==> config.mk <==
export PLATFORM = sky130hd
export DESIGN_NAME = snake_body_buffer_flat
export DESIGN_NICKNAME = d
export VERILOG_FILES = /design/src/rtl/snake_body_buffer_if.sv /design/src/rtl/snake_body_buffer.sv /design/src/flat_wrapper.sv
export SDC_FILE = /design/constraint.sdc
export NUM_CORES = 1
export LEC_CHECK = 0
export ABC_AREA = 0
export BUFFER_PORTS_ARGS = -buffer_cell sky130_fd_sc_hd__buf_2
export CAP_MARGIN = 20
export CORE_MARGIN = 2
export CORE_UTILIZATION = 57
export DETAILED_ROUTE_END_ITERATION = 10
export HOLD_SLACK_MARGIN = 0.12
export PLACE_DENSITY = 0.8
export RECOVER_POWER = 50
export SLEW_MARGIN = 40
export SYNTH_ARGS = -nofsm -noshare
export SYNTH_HDL_FRONTEND = slang
export SYNTH_SLANG_ARGS = --single-unit
==> constraint.sdc <==
create_clock -name clk -period 4.7 [get_ports clk]
set_input_delay 0.94 -clock clk [delete_from_list [all_inputs] [get_ports clk]]
set_output_delay 0.94 -clock clk [all_outputs]
set_load 0.02 [all_outputs]
==> src/rtl/snake_body_buffer_if.sv <==
// Push/grow/tail handshake bundle between the head datapath, the body buffer and the VGA erase writer.
// master = head datapath / writer side, slave = snake_body_buffer.
interface snake_body_buffer_if #(
  parameter int COORD_W = 7,
  parameter int LEN_W   = 6
);
  logic               push;
  logic [COORD_W-1:0] head_x;
  logic [COORD_W-1:0] head_y;
  logic               grow;
  logic               tail_ack;
  logic               busy;
  logic               done;
  logic               collide;
  logic               tail_valid;
  logic [COORD_W-1:0] tail_x;
  logic [COORD_W-1:0] tail_y;
  logic [LEN_W-1:0]   len;

  modport master (
    output push, head_x, head_y, grow, tail_ack,
    input  busy, done, collide, tail_valid, tail_x, tail_y, len
  );

  modport slave (
    input  push, head_x, head_y, grow, tail_ack,
    output busy, done, collide, tail_valid, tail_x, tail_y, len
  );
endinterface

==> src/rtl/snake_body_buffer.sv <==
// Snake body ring buffer: scans for self-collision, commits the head, pops the tail at target length.
// Latency N+2 cycles (N = cells scanned); busy blocks pushes until done and any popped tail is acked.
module snake_body_buffer #(
  parameter int MAX_LEN   = 32,
  parameter int INIT_LEN  = 3,
  parameter int GROW_STEP = 1,
  parameter int COORD_W   = 7
) (
  input logic               clk,
  input logic               reset,
  snake_body_buffer_if.slave bus
);
  localparam int PTR_W = $clog2(MAX_LEN);
  localparam int LEN_W = $clog2(MAX_LEN + 1);

  typedef enum logic [1:0] {IDLE, SCAN, COMMIT, DONE} state_t;

  state_t state, state_nxt;

  logic [COORD_W-1:0] x_mem [MAX_LEN];
  logic [COORD_W-1:0] y_mem [MAX_LEN];

  logic [PTR_W-1:0]   wr_ptr, rd_ptr, scan_addr;
  logic [LEN_W-1:0]   count, target_len, target_len_nxt, scan_idx;
  logic               grow_pend, excl, excl_nxt;
  logic               accept, tail_pop, scan_last, scan_hit;
  logic [COORD_W-1:0] head_x_q, head_y_q;
  logic               busy_q, done_q, collide_q, tail_valid_q, tail_valid_nxt;
  logic [COORD_W-1:0] tail_x_q, tail_y_q;
  int                 tl_sum;

  // Target length as seen this cycle: pending and same-cycle grows only land while IDLE.
  always_comb begin
    tl_sum = int'(target_len);
    if (state == IDLE) begin
      if (bus.grow)  tl_sum = tl_sum + GROW_STEP;
      if (grow_pend) tl_sum = tl_sum + GROW_STEP;
    end
    target_len_nxt = (tl_sum > MAX_LEN) ? LEN_W'(MAX_LEN) : tl_sum[LEN_W-1:0];
  end

  always_comb begin
    accept    = (state == IDLE) && !tail_valid_q && bus.push;
    excl_nxt  = (count == target_len_nxt);
    tail_pop  = (count == target_len);
    scan_addr = rd_ptr + PTR_W'(excl) + PTR_W'(scan_idx);
    scan_last = (scan_idx == count - LEN_W'(excl) - LEN_W'(1));
    scan_hit  = (x_mem[scan_addr] == head_x_q) && (y_mem[scan_addr] == head_y_q);
  end

  always_comb begin
    state_nxt = state;
    case (state)
      IDLE:    if (accept) state_nxt = (count == LEN_W'(excl_nxt)) ? COMMIT : SCAN;
      SCAN:    if (scan_last) state_nxt = COMMIT;
      COMMIT:  state_nxt = DONE;
      DONE:    state_nxt = IDLE;
      default: state_nxt = IDLE;
    endcase

    tail_valid_nxt = tail_valid_q;
    if (bus.tail_ack) tail_valid_nxt = 1'b0;
    if ((state == COMMIT) && tail_pop) tail_valid_nxt = 1'b1;
  end

  always_ff @(posedge clk or posedge reset) begin
    if (reset) state <= IDLE;
    else       state <= state_nxt;
  end

  always_ff @(posedge clk or posedge reset) begin
    if (reset) begin
      wr_ptr       <= '0;
      rd_ptr       <= '0;
      count        <= '0;
      target_len   <= LEN_W'(INIT_LEN);
      grow_pend    <= 1'b0;
      scan_idx     <= '0;
      excl         <= 1'b0;
      head_x_q     <= '0;
      head_y_q     <= '0;
      busy_q       <= 1'b0;
      done_q       <= 1'b0;
      collide_q    <= 1'b0;
      tail_valid_q <= 1'b0;
      tail_x_q     <= '0;
      tail_y_q     <= '0;
    end else begin
      busy_q       <= (state_nxt != IDLE) || tail_valid_nxt;
      done_q       <= (state_nxt == DONE);
      tail_valid_q <= tail_valid_nxt;

      if (state == IDLE) begin
        target_len <= target_len_nxt;
        grow_pend  <= 1'b0;
      end else if (bus.grow) begin
        grow_pend  <= 1'b1;
      end

      if (accept) begin
        head_x_q  <= bus.head_x;
        head_y_q  <= bus.head_y;
        collide_q <= 1'b0;
        excl      <= excl_nxt;
        scan_idx  <= '0;
      end

      if (state == SCAN) begin
        if (scan_hit) collide_q <= 1'b1;
        scan_idx <= scan_idx + LEN_W'(1);
      end

      // At full length the oldest cell is read out before this edge's write can overwrite it.
      if (state == COMMIT) begin
        wr_ptr <= wr_ptr + PTR_W'(1);
        if (tail_pop) begin
          tail_x_q <= x_mem[rd_ptr];
          tail_y_q <= y_mem[rd_ptr];
          rd_ptr   <= rd_ptr + PTR_W'(1);
        end else begin
          count    <= count + LEN_W'(1);
        end
      end
    end
  end

  always_ff @(posedge clk) begin
    if (state == COMMIT) begin
      x_mem[wr_ptr] <= head_x_q;
      y_mem[wr_ptr] <= head_y_q;
    end
  end

  assign bus.busy       = busy_q;
  assign bus.done       = done_q;
  assign bus.collide    = collide_q;
  assign bus.tail_valid = tail_valid_q;
  assign bus.tail_x     = tail_x_q;
  assign bus.tail_y     = tail_y_q;
  assign bus.len        = count;
endmodule
==> src/flat_wrapper.sv <==
// flat-port wrapper written by rule: the top's interface ports become plain ports
module snake_body_buffer_flat 
#(
  parameter int MAX_LEN   = 32,
  parameter int INIT_LEN  = 3,
  parameter int GROW_STEP = 1,
  parameter int COORD_W   = 7
)
  (clk, reset, bus_push, bus_head_x, bus_head_y, bus_grow, bus_tail_ack, bus_busy, bus_done, bus_collide, bus_tail_valid, bus_tail_x, bus_tail_y, bus_len);
  snake_body_buffer_if #(.COORD_W(COORD_W)) bus_i ();
  input logic clk;
  input logic reset;
  input wire logic [$bits(bus_i.push)-1:0] bus_push;
  input wire logic [$bits(bus_i.head_x)-1:0] bus_head_x;
  input wire logic [$bits(bus_i.head_y)-1:0] bus_head_y;
  input wire logic [$bits(bus_i.grow)-1:0] bus_grow;
  input wire logic [$bits(bus_i.tail_ack)-1:0] bus_tail_ack;
  output wire logic [$bits(bus_i.busy)-1:0] bus_busy;
  output wire logic [$bits(bus_i.done)-1:0] bus_done;
  output wire logic [$bits(bus_i.collide)-1:0] bus_collide;
  output wire logic [$bits(bus_i.tail_valid)-1:0] bus_tail_valid;
  output wire logic [$bits(bus_i.tail_x)-1:0] bus_tail_x;
  output wire logic [$bits(bus_i.tail_y)-1:0] bus_tail_y;
  output wire logic [$bits(bus_i.len)-1:0] bus_len;
  assign bus_i.push = bus_push;
  assign bus_i.head_x = bus_head_x;
  assign bus_i.head_y = bus_head_y;
  assign bus_i.grow = bus_grow;
  assign bus_i.tail_ack = bus_tail_ack;
  assign bus_busy = bus_i.busy;
  assign bus_done = bus_i.done;
  assign bus_collide = bus_i.collide;
  assign bus_tail_valid = bus_i.tail_valid;
  assign bus_tail_x = bus_i.tail_x;
  assign bus_tail_y = bus_i.tail_y;
  assign bus_len = bus_i.len;
  snake_body_buffer #(.MAX_LEN(MAX_LEN), .INIT_LEN(INIT_LEN), .GROW_STEP(GROW_STEP), .COORD_W(COORD_W)) u_core (.clk(clk), .reset(reset), .bus(bus_i));
endmodule
==> results of run 1 <==
[synthesized netlist by cell type, types with 14 or more instances]
library cell	instances
xor2_1	27
nor2_1	81
dfrtp_1	62
xnor2_1	33
edfxtp_1	448
mux4_2	239
ha_1	14
nand3_1	20
a21oi_1	24
o21ai_0	26
nand4_1	16
nand2_1	90
clkbuf_1	58
inv_1	19
mux4_1	15
mux2i_1	63
[where the power goes]
part	leakage [nW]	switching (mW)	internal, mW
clock	0.836	1.73	2.42
sequential	4.88	0.638	5.78
combinational	3.64	3.96	3.87
total	9.36	6.32	12.1
[layout make-up]
class / count / share of cell area, %
Clock buffer: 72 / 5.26
Clock inverter: 22 / 0.910
Inverter: 19 / 0.259
Multi-Input combinational cell: 755 / 33.1
Sequential cell: 512 / 54.8
Tap cell: 585 / 2.66
Timing Repair Buffer: 115 / 3.00
[how the worst max path moves through the flow]
stage / end / cells past startpoint / slack [ps]
global route: u_core.bus.collide / 12 / 60
finish: u_core.bus.collide / 12 / 220
floorplan: u_core.bus.collide / 15 / 260
global placement: u_core.bus.collide / 12 / 390
detailed placement: u_core.bus.collide / 12 / 360
CTS: u_core.bus.collide / 12 / 340
[registers in the layout, indices dropped and copies added (netlist names), 2 cells and up]
| signal | cells |
|---|---|
| u_core.wr_ptr | 5 |
| u_core.bus.len | 6 |
| u_core.head_x_q | 7 |
| u_core.target_len | 6 |
| u_core.bus.tail_y | 7 |
| u_core.state | 2 |
| u_core.scan_idx | 6 |
| u_core.bus.tail_x | 7 |
| u_core.rd_ptr | 5 |
| u_core.y_mem | 224 |
| u_core.head_y_q | 7 |
| u_core.x_mem | 224 |
[through the flow]
stage / area [sq um] / worst slack (ps) / cells
global route: 27500 / 61.7 / 2080
finish: 27500 / 221 / 2080
global placement: 25800 / 390 / 1985
floorplan: 24600 / 261 / 1377
detailed placement: 25800 / 361 / 1986
CTS: 27500 / 342 / 2080
[cells by family after synthesis]
logic type / count (synthesis) / share of synthesized area [%]
muxes: 321 / 26.2
xor gates and xnor gates: 61 / 2.20
adders and majority gates: 16 / 0.874
DFF: 512 / 61.1
AOI/OAI and AO/OA: 99 / 2.64
buffers and inverters: 110 / 2.10
and+or+nand+nor: 258 / 4.87
[routing by layer]
metal  part of all wire [%]  vias up
li1                       -     5813
met3                     11      167
met2                     48     1088
met1                     37     7450
met4                    3.9        0
met5                      0        -
[critical path: stages (launching register included)]
cell and delay, ps:
dfrtp_1 460, fa_4 300, inv_1 60, fa_4 1130, mux4_2 400, nor2_1 130, nor2_1 60, o21ai_0 440
a21oi_1 150, a31oi_1 330, nand4bb_1 130, or4_1 560, o31ai_2 230
==> metrics.md, run 1 <==
| Metric | Value |
|---|---|
| Pleak | `between 9 and 10 nW` |
| 1st-iter DRT viols | `between 2k and 2.5k` |
| RSZ-0062 raised after global routing | `false` |
| Share of layout cells above drive strength 1 | `between 30 and 40%` |
| Synth Area per Inst | `17.9 sq um` |
| Post-route core utilization | `between 60% and 70%` |
| Crit Path Class | `register to register` |
| Yosys cell types | `66` |
| Hold-fix buffers, CTS | `0` |
| Vias after detailed routing | `14.5k` |
| Met1 Use GR | `approximately 39%` |
| Slew margin rel. | `-46.5%` |
| Top_reg_cell synth | `edfxtp_1` |
| Boundary Pins | `between 40 and 50` |
| Area Growth Syn to Fin | `11.6%` |
| Hold Crit Class | `register to register` |
| # fillers | `roughly 2.8k` |
| Mapped Cells | `around 1.4k` |
| DIE WIDTH | `212 um` |
| Vias in the first global route | `14.5k` |
| CP Capture Type | `register` |
| Final setup fails | `0` |
| Post-CTS Resized | `0` |
| CORE AREA | `approximately 43000 sq um` |
| Area fraction of the dominant cell type after synthesis | `between 50% and 60%` |
| Hpwl dp | `around 37000 um` |
| Most common cell after layout, fill and taps aside | `edfxtp_1` |
| Largest net degree at the start of global routing | `between 100 and 150` |
| Synth top area cells | `edfxtp_1 (55%), mux4_2 (22%), dfrtp_1 (6.3%)` |
| Clk_lat worst skew | `610 ps` |
| Rows | `76` |
| Post-synth ARST share | `between 10% and 20%` |
| Setup_tns | `0 ps` |
| Total Power | `about 18 mW` |
| Antenna viol nets, final | `0` |
| WP data arrival | `~5000 ps` |
| VDD IR max | `slightly above 0.5 mV` |
| Status | `finished, violations left` |
| Slew at the pin closest to its max-slew limit | `about 2200 ps` |
| I/O Buffers | `42` |
| CP required | `around 5200 ps` |
| Commonest cells after routing, fill and taps aside | `edfxtp_1 (448), mux4_2 (239), nand2_1 (90)` |
| Register Area | `~15000 sq um` |
| Sequential fraction of the synthesis area | `61.1%` |
| Layout Skew | `approximately 15 ps` |
| RR Startpoint | `u_core.scan_idx[0]` |
| Fmax | `roughly 0.22 GHz` |
| Final #Nets | `~1.5k` |
| Met3 usage | `7.06%` |
| Met2 usage | `between 40% and 50%` |
| Max Slew Vio Count | `about 110` |
| Die Y | `roughly 210 um` |
| Multi-input gate area | `slightly above 9000 sq um` |
| Min Tclk post-route | `4480 ps` |
| Grt ovf | `0` |
| Fin. Hold Viols | `0` |
| DRC violation count after routing | `0` |
| Worst hold path stage count | `1` |
| Max H-tree Level | `2` |
| Hold path endpoint | `u_core.scan_idx[5]` |
| Maximum clock insertion buffer count | `3` |
| Total GRT Usage | `around 29%` |
| First-pass DRT Iterations | `7` |
| Leading area contributor after synthesis | `edfxtp_1` |
| Via/cell ratio | `between 6 and 7` |
| Drt wl/cell | `approximately 30 um` |
| Initial antenna violation count | `0` |
| Crit path max fanout | `31` |
| R2R Setup Slk | `220 ps` |
| Tcrit/Tclk final | `a little over nine tenths` |
| Crit path launch | `u_core.scan_idx[0]` |
| Failing checks | `max-capacitance violations, max-slew violations` |
| EDFF count, synth | `around 450` |
| Hold Startpoint | `u_core.scan_idx[5]` |
| Hold_ws | `about 510 ps` |
| Max Cap Viol | `3` |
| Syn. warnings | `0` |
| Clock transition at the registers of the reported paths | `about 60 ps` |
| Initial Util | `57.4%` |
| Post-Syn Area | `roughly 25000 sq um` |
| Syn Nets | `roughly 1.4k` |
| Power Density | `669 nW/um^2` |
| Crit Reg-Reg Endpoint | `u_core.bus.collide` |
| Clk sink count | `512` |
| RePlAce Congestion | `approximately 0.89` |
| Post-CTS setup buffers | `0` |
| Final WL | `between 60000 and 70000 um` |
| Num CTS Buffers | `50` |
| Inserted Diodes | `0` |
| FF-to-FF path depth | `12` |
| Most Crowded Layer GR | `met2` |
| Register bit total from synthesis | `between 500 and 600` |
| First-pass GRT wire length | `93200 um` |
| Clk root buf | `clkbuf_16` |
| CP Launch Type | `register` |
| CTS tree | `done` |
| Die area | `~45000 sq um` |
(Power assumes the default switching activity.)
==> inputs of run 2 (changes only) <==
Settings changed: CORE_UTILIZATION 57 to 59.
Clock period 4.7 ns to 5.33 ns, I/O delays scaled along.
==> metrics.md, run 2 (synthesized netlist as in run 1, its figures left out) <==
| Metric | Value |
|---|---|
| Slew margin rel. | `-37.9%` |
| CP dominant cell by count | `fa_4` |
| Inserted Diodes | `0` |
| Clk_lat worst skew | `around 600 ps` |
| Buf/Inv on CP | `2` |
| CP Capture Type | `register` |
| Total GRT Usage | `a little under a third` |
| Area Growth Syn to Fin | `11.8%` |
| DRC violation count after routing | `0` |
| Slew at the pin closest to its max-slew limit | `2070 ps` |
| Fin. Hold Viols | `0` |
| Final #Nets | `roughly 1.5k` |
| Hpwl dp | `approximately 37000 um` |
| Commonest cells after routing, fill and taps aside | `edfxtp_1 (448), mux4_2 (239), nand2_1 (90)` |
| Die Y | `between 200 and 250 um` |
| First-pass GRT wire length | `approximately 95000 um` |
| Rows | `74` |
| Fmax | `approximately 0.21 GHz` |
| Crit path cell chain | `fa_4 > inv_1 > fa_4 > buf_12 > mux4_1 > mux2i_1 > xnor2_1 > nor4_2 > o211ai_1 > or4_1 > o31ai_2` |
| Crit Path Class | `register to register` |
| Min Tclk post-route | `approximately 4800 ps` |
| First-pass DRT Iterations | `6` |
| Initial antenna violation count | `2` |
| Max H-tree Level | `2` |
| Crit path max fanout | `56` |
| Grt ovf | `0` |
| Final WL | `between 60000 and 70000 um` |
| Pleak | `approximately 9.4 nW` |
| VDD IR max | `approximately 0.39 mV` |
| CP required | `between 5000 and 6000 ps` |
| Largest registers | `u_core.x_mem: 224 flops, u_core.y_mem: 224 flops` |
| WP data arrival | `approximately 5300 ps` |
| CP max-delay cell | `fa_4` |
| # fillers | `2598` |
| Power Density | `between 500 and 600 nW/um^2` |
| I/O Buffers | `42` |
| Num CTS Buffers | `52` |
| Final setup fails | `0` |
| Clock transition at the registers of the reported paths | `60 ps` |
| DIE WIDTH | `~210 um` |
| Post-route core utilization | `around 67%` |
| Boundary Pins | `43` |
| Crit-path max cell delay | `~1100 ps` |
| Status | `finished, violations left` |
| Maximum clock insertion buffer count | `3` |
| Largest net degree at the start of global routing | `63` |
| Setup_tns | `0 ps` |
| CORE AREA | `41000 sq um` |
| Via/cell ratio | `7.19` |
| Drt wl/cell | `around 31 um` |
| Post-CTS Resized | `0` |
| Hold-fix buffers, CTS | `0` |
| Hold Crit Class | `register to register` |
| Vias in the first global route | `approximately 15k` |
| CP Launch Type | `register` |
| Max Cap Viol | `8` |
| Most common cell after layout, fill and taps aside | `edfxtp_1` |
| Share of layout cells above drive strength 1 | `a little under a third` |
| Initial Util | `60.1%` |
| Antenna viol nets, final | `0` |
| Vias after detailed routing | `between 10k and 15k` |
| Layout Skew | `18.5 ps` |
| CTS tree | `done` |
| Die area | `43400 sq um` |
| Clk sink count | `roughly 500` |
| Clk root buf | `clkbuf_16` |
| Tcrit/Tclk final | `89.2%` |
| RePlAce Congestion | `around 0.85` |
| Failing checks | `max-capacitance violations, max-slew violations` |
| CP delay by family, top | `adder cells` |
| RSZ-0062 raised after global routing | `false` |
| Post-CTS setup buffers | `0` |
| Max Slew Vio Count | `290` |
| 1st-iter DRT viols | `2391` |
-- run 2: cell type report --
| cell class | instances | area, sq um | share of cell area, % |
|---|---|---|---|
| timing repair buffer | 101 | 731 | 2.65 |
| clock inverter | 31 | 395 | 1.44 |
| sequential | 512 | 15100 | 54.7 |
| multi-input combinational | 755 | 9130 | 33.1 |
| clock buffer | 66 | 1480 | 5.36 |
| inverter | 19 | 72.6 | 0.264 |
| tap | 532 | 666 | 2.42 |
-- run 2: metrics by stage --
step	power (mW)	setup slack [ps]	instance area [sq um]	hold slack (ps)	std cells
after floorplan	10.9	891	24600	476	1377
after global placement	12.3	946	25600	498	1917
after detailed placement	12.5	879	25700	513	1918
after CTS	16.5	679	27600	517	2015
after global routing	17.2	366	27500	557	2016
final	16.5	573	27500	518	2016
-- run 2: worst paths after layout --
path | endpoint | slack, ps | startpoint | depth (start not counted)
worst min-delay path | u_core.scan_idx[5] | 520 | u_core.scan_idx[5] | 1
worst min register to register | u_core.scan_idx[5] | 520 | u_core.scan_idx[5] | 1
worst max-delay path | u_core.bus.collide | 570 | u_core.scan_idx[0] | 11
max in group asynchronous | u_core.rd_ptr[0] | 1540 | reset | 3
min in group asynchronous | u_core.head_y_q[0] | 910 | reset | 2
worst max register to register | u_core.bus.collide | 570 | u_core.scan_idx[0] | 11
-- run 2: per-layer routing --
| layer | part of all wire [%] | GRT usage (%) | up-vias |
|---|---|---|---|
| met2 | 49 | 48.5 | 1094 |
| met5 | 0 | 0 | - |
| met3 | 11 | 7.28 | 174 |
| met4 | 3.5 | 11.3 | 0 |
| li1 | - | - | 5782 |
| met1 | 36 | 40.3 | 7445 |
-- run 2: worst reg2reg max path: cells and delay by family, from the launching register on --
kind	cells	cell delay (ps)
AOI/OAI and AO/OA	2	410
xor gates and xnor gates	1	130
adders and majority gates	2	1430
buffers and inverters	2	490
DFF	1	470
muxes	2	620
and+or+nand+nor	2	1120
-- run 2: where the power goes --
group	leakage [nW]	switching, mW	internal [mW]
Clock	0.916	1.53	2.39
Combinational	3.57	3.66	3.33
Sequential	4.88	0.453	5.10
Total	9.37	5.64	10.8
